`config.mk`:
```
export PLATFORM = sky130hd
export DESIGN_NAME = clk_divider_prog
export DESIGN_NICKNAME = d
export VERILOG_FILES = /design/src/rtl/clk_divider_prog.sv
export SDC_FILE = /design/constraint.sdc
export NUM_CORES = 1
export LEC_CHECK = 0
export ABC_AREA = 1
export BUFFER_PORTS_ARGS = -buffer_cell sky130_fd_sc_hd__buf_2
export CAP_MARGIN = 5
export CELL_PAD_IN_SITES_DETAIL_PLACEMENT = 1
export CELL_PAD_IN_SITES_GLOBAL_PLACEMENT = 1
export CORE_MARGIN = 10
export CORE_UTILIZATION = 34
export DETAILED_ROUTE_END_ITERATION = 8
export PLACE_DENSITY = 0.69
export SYNTH_ARGS = -nofsm -noshare
export SYNTH_HDL_FRONTEND = slang
export SYNTH_SLANG_ARGS = --single-unit
```
`constraint.sdc`:
```
create_clock -name clk -period 1.6 [get_ports clk]
set_clock_uncertainty 0.1 [all_clocks]
set_input_delay 0.08 -clock clk [delete_from_list [all_inputs] [get_ports clk]]
set_output_delay 0.08 -clock clk [all_outputs]
set_load 0.05 [all_outputs]
```
`src/rtl/clk_divider_prog.sv`:
```
// Programmable clock divider: phase counter, glitch-free divided clock (50% or pulse),
// and a pending ratio/mode register that is applied only at the period boundary.
module clk_divider_prog #(
  parameter int WIDTH       = 4,
  parameter int DEFAULT_DIV = 7
) (
  input  logic             clk,
  input  logic             reset,
  input  logic             i_clk_en,
  input  logic [WIDTH-1:0] i_div_ratio,
  input  logic             i_mode,
  input  logic             i_div_load,
  output logic [WIDTH-1:0] o_count,
  output logic             o_count_end,
  output logic             o_div_clk,
  output logic             o_load_pending,
  output logic [WIDTH-1:0] o_ratio_active
);

  localparam logic [WIDTH-1:0] DEF_RATIO =
    (DEFAULT_DIV < 2) ? WIDTH'(2) : WIDTH'(DEFAULT_DIV);

  function automatic logic [WIDTH-1:0] clamp_ratio(input logic [WIDTH-1:0] r);
    return (r < WIDTH'(2)) ? WIDTH'(2) : r;
  endfunction

  logic [WIDTH-1:0] count_q, count_d;
  logic [WIDTH-1:0] ratio_q, ratio_d;
  logic             mode_q, mode_d;
  logic             pend_q, pend_d;
  logic [WIDTH-1:0] pend_ratio_q, pend_ratio_d;
  logic             pend_mode_q, pend_mode_d;
  logic             rise_q, rise_d;
  logic             fall_q;
  logic             wrap;
  logic [WIDTH-1:0] half;

  // ratio_q >= 2, so ratio_q-1 never underflows and count_q+1 never exceeds ratio_q
  assign wrap = (count_q == ratio_q - WIDTH'(1)) && i_clk_en;
  assign half = ratio_q >> 1;

  always_comb begin
    count_d      = count_q;
    ratio_d      = ratio_q;
    mode_d       = mode_q;
    pend_d       = pend_q;
    pend_ratio_d = pend_ratio_q;
    pend_mode_d  = pend_mode_q;
    rise_d       = rise_q;

    if (i_div_load) begin
      pend_ratio_d = clamp_ratio(i_div_ratio);
      pend_mode_d  = i_mode;
      pend_d       = 1'b1;
    end

    if (wrap) begin
      count_d = '0;
      rise_d  = 1'b1;
      pend_d  = 1'b0;
      if (i_div_load) begin
        ratio_d = clamp_ratio(i_div_ratio);
        mode_d  = i_mode;
      end else if (pend_q) begin
        ratio_d = pend_ratio_q;
        mode_d  = pend_mode_q;
      end
    end else if (i_clk_en) begin
      count_d = count_q + WIDTH'(1);
      // odd and even N share the same rising-edge drop point; odd N is stretched by fall_q
      if (mode_q || (count_d == half)) rise_d = 1'b0;
    end
  end

  always_ff @(posedge clk or posedge reset) begin
    if (reset) begin
      count_q      <= '0;
      ratio_q      <= DEF_RATIO;
      mode_q       <= 1'b0;
      pend_q       <= 1'b0;
      pend_ratio_q <= DEF_RATIO;
      pend_mode_q  <= 1'b0;
      rise_q       <= 1'b0;
    end else begin
      count_q      <= count_d;
      ratio_q      <= ratio_d;
      mode_q       <= mode_d;
      pend_q       <= pend_d;
      pend_ratio_q <= pend_ratio_d;
      pend_mode_q  <= pend_mode_d;
      rise_q       <= rise_d;
    end
  end

  // Half-cycle delayed copy, only live in 50% mode with odd N
  always_ff @(negedge clk or posedge reset) begin
    if (reset) begin
      fall_q <= 1'b0;
    end else if (i_clk_en) begin
      fall_q <= rise_q & ~mode_q & ratio_q[0];
    end
  end

  assign o_count        = count_q;
  assign o_count_end    = wrap;
  assign o_div_clk      = rise_q | fall_q;
  assign o_load_pending = pend_q;
  assign o_ratio_active = ratio_q;

endmodule

```
==> results by group <==
Layout
  • Design area: 1510 µm²
  • Fillers: 340
  • Most frequent cells in the layout: nand2_1, buf_4, buf_2
  • Ant diodes: 0
  • Layout cell share with drive strength beyond 1: 45.8%
  • Nets: 191
  • Synth-to-layout area growth: 52.6%
  • Most common cell after layout, fill and taps aside: nand2_1

Clock tree
  • Clock Sinks: 17
  • CTS tree: yes
  • Clock buffer count from CTS: 3
  • Skew-Pair Late Insertion Delay: 300 ps
  • Clock root buffer master: clkbuf_4
  • H-tree lvl count: 1
  • Clock-pin slew on the worst setup and hold paths: 100 ps
  • Clock tree buffer depth: 2

Synthesis
  • Yosys top cell by area: dfrtp_1
  • Ys Warns: 0
  • Mean Syn Cell Area: 7.61 µm²
  • Flops & latches, synth: 17
  • Synth cell types: 21
  • Ranking of synthesized cells by area: dfrtp_1, nand2_1, dfstp_2
  • Top cell type's share of synthesized area: 25.3%
  • Synthesized net count: 141
  • Synth Instances: 130
  • Mapped cell area: 990 µm²
  • Seq/Total Area, Yosys: 43.7%

Placement
  • Port bufs: 19
  • Post-DP HPWL: 2570 µm
  • DP Worst Slack: -290 ps
  • Routability Congestion: 0.787
  • DP Area: 1290 µm²

Timing
  • Fin. Hold Viols: 0
  • Final setup vio count: 14
  • Worst relative slew slack: 81.7%
  • Worst-Margin Slew: 274 ps
  • RSZ-0062 raised after global routing: true
  • Final worst slack: -432 ps
  • Min cycle time layout: 2030 ps
  • Fin crit share: 127%
  • WHS: 4.61 ps
  • Max Slew Vio Count: 0
  • Setup TNS: -4580 ps
  • Fmax: 492 MHz

Global route
  • Initial antenna violation count: 0
  • Largest net degree at the start of global routing: 17
  • Vias in the first global route: 1,116
  • Grt ovf: 0
  • GRT Total Usage: 12.5%
  • First-pass GRT wire length: 5380 µm

Critical path
  • Critical Path AT: 1850 ps
  • Cell mode on critical path: nand2_2
  • WP buf/inv: 4
  • Slowest CP cell: dfstp_4
  • Setup crit start kind: flop
  • Worst Path Required: 1420 ps
  • Crit path max-delay family: flip-flops
  • Largest stage delay on the critical path: 640 ps
  • Max Fanout on Critical Path: 2
  • CP cell instances: inv_4 > ha_4 > inv_2 > nand2_2 > nand2_2 > nand3_4 > nor2_8 > nand2_4 > inv_8 > buf_8
  • WS Path Type: flop to output port
  • CP Capture Type: output port

Route
  • Wire per inst: 16.1 µm
  • Total Wirelength: 3390 µm
  • Routed via count: 1,034
  • Initial DRC Count: 48
  • DRC: 0
  • Detail Route Antenna Nets: 0
  • Routed vias/inst: 4.92
  • Pre-antenna DRT Iters: 4

Floorplan
  • Die Ht: 74.0 µm
  • Initial Util: 35.6%
  • Die width: 74.0 µm
  • Core Box Area: 2780 µm²
  • Row cnt: 19
  • Number of I/O pins: 20
  • Die area: 5470 µm²

Status
  • Failing checks: negative setup slack
  • Status: finished, violations left

Power and ir drop
  • Pleak: 0.794 nW
  • Max VDD drop: 1.27 mV
  • Pwr dens: 2060 nW/µm²

Worst hold path
  • Worst min path class: input pin to flop

Run
  • Max-Cap Viols: 0
-- report_power, final --
part	internal [mW]	switching, mW	leakage [nW]
Combinational	0.775	1.33	0.581
Sequential	0.605	0.165	0.198
Clock	0.0972	0.148	0.0150
Total	1.48	1.64	0.794
-- per-layer routing --
metal / global-route usage, % / wire length (µm)
met1: 14.3 / 1400
met2: 22.1 / 1830
met3: 3.06 / 109
met4: 4.55 / 48
met5: 0 / 0
-- cells in the mapped netlist --
cell,n
nor2_1,9
nand4_1,7
xnor2_1,1
nand2_1,50
dfrtp_1,10
nand2_4,1
dfrtn_1,1
o32ai_1,1
xor2_1,1
nand3_1,7
o21ai_1,4
ha_1,2
nand3_4,2
o21bai_1,1
dfstp_2,6
nor2_8,1
a21oi_1,2
inv_1,16
nand2_2,4
inv_2,3
buf_2,1
-- cells by family after synthesis --
| family | after synthesis | synth area share, % |
|---|---|---|
| simple gates | 81 | 39.6 |
| buf+inv | 20 | 7.71 |
| flops | 17 | 43.7 |
| compound gates | 8 | 4.68 |
| xor+xnor | 2 | 1.77 |
| fa+ha+maj | 2 | 2.53 |
-- sequential cells by signal, indices dropped and copies added, names as in the netlist --
register	flops
fall_q	1
o_ratio_active	4
o_load_pending	1
pend_mode_q	1
mode_q	1
o_count	4
pend_ratio_q	4
rise_q	1
-- stage by stage --
stage          std cells  power (mW)  util (%)
2_1_floorplan        130        2.00         -
3_3_place_gp         193        2.50      46.3
3_5_place_dp         193        2.59      46.3
4_1_cts              208        2.97      51.9
5_1_grt              210        3.31      54.3
6_report             210        3.12      54.3
-- repair_timing --
action | in CTS | in global routing
endpoints found under the setup margin | 14 | 14
resized for setup | 10 | 18
hold endpoints to repair | 21 | 0
setup buffers | 4 | 3
pin swaps | 2 | 3
hold buffers | 7 | 0
-- layout make-up --
| type | count | area, µm² | share of cell area [%] |
|---|---|---|---|
| clock buffers | 4 | 26.3 | 1.74 |
| well taps | 31 | 38.8 | 2.57 |
| repair buffers | 46 | 345 | 22.9 |
| flip-flops and latches | 17 | 440 | 29.2 |
| inverters | 19 | 83.8 | 5.55 |
| multi-input cells | 93 | 576 | 38.1 |
-- worst paths after layout --
kind	cells after the start	to	slack, ps	from
max	10	o_count_end	-430	o_ratio_active[1]
min	4	pend_ratio_q[0]	5	i_div_ratio[0]
max reg2reg	12	mode_q	-380	o_ratio_active[1]
min reg2reg	2	pend_ratio_q[0]	400	pend_ratio_q[0]
max in group asynchronous	3	fall_q	510	reset
min in group asynchronous	4	o_count[0]	270	reset
-- worst register-to-register path, cell delays in order (launching register included) --
cell and delay [ps]:
dfstp_4 640, inv_4 40, ha_4 240, inv_2 60
nand2_2 50, nand2_2 80, nand3_4 80, nor2_8 100
buf_4 130, buf_4 110, nand3_4 100, nand2_2 80
nand2_1 60
Note: power is estimated with default switching activity, not from simulation.
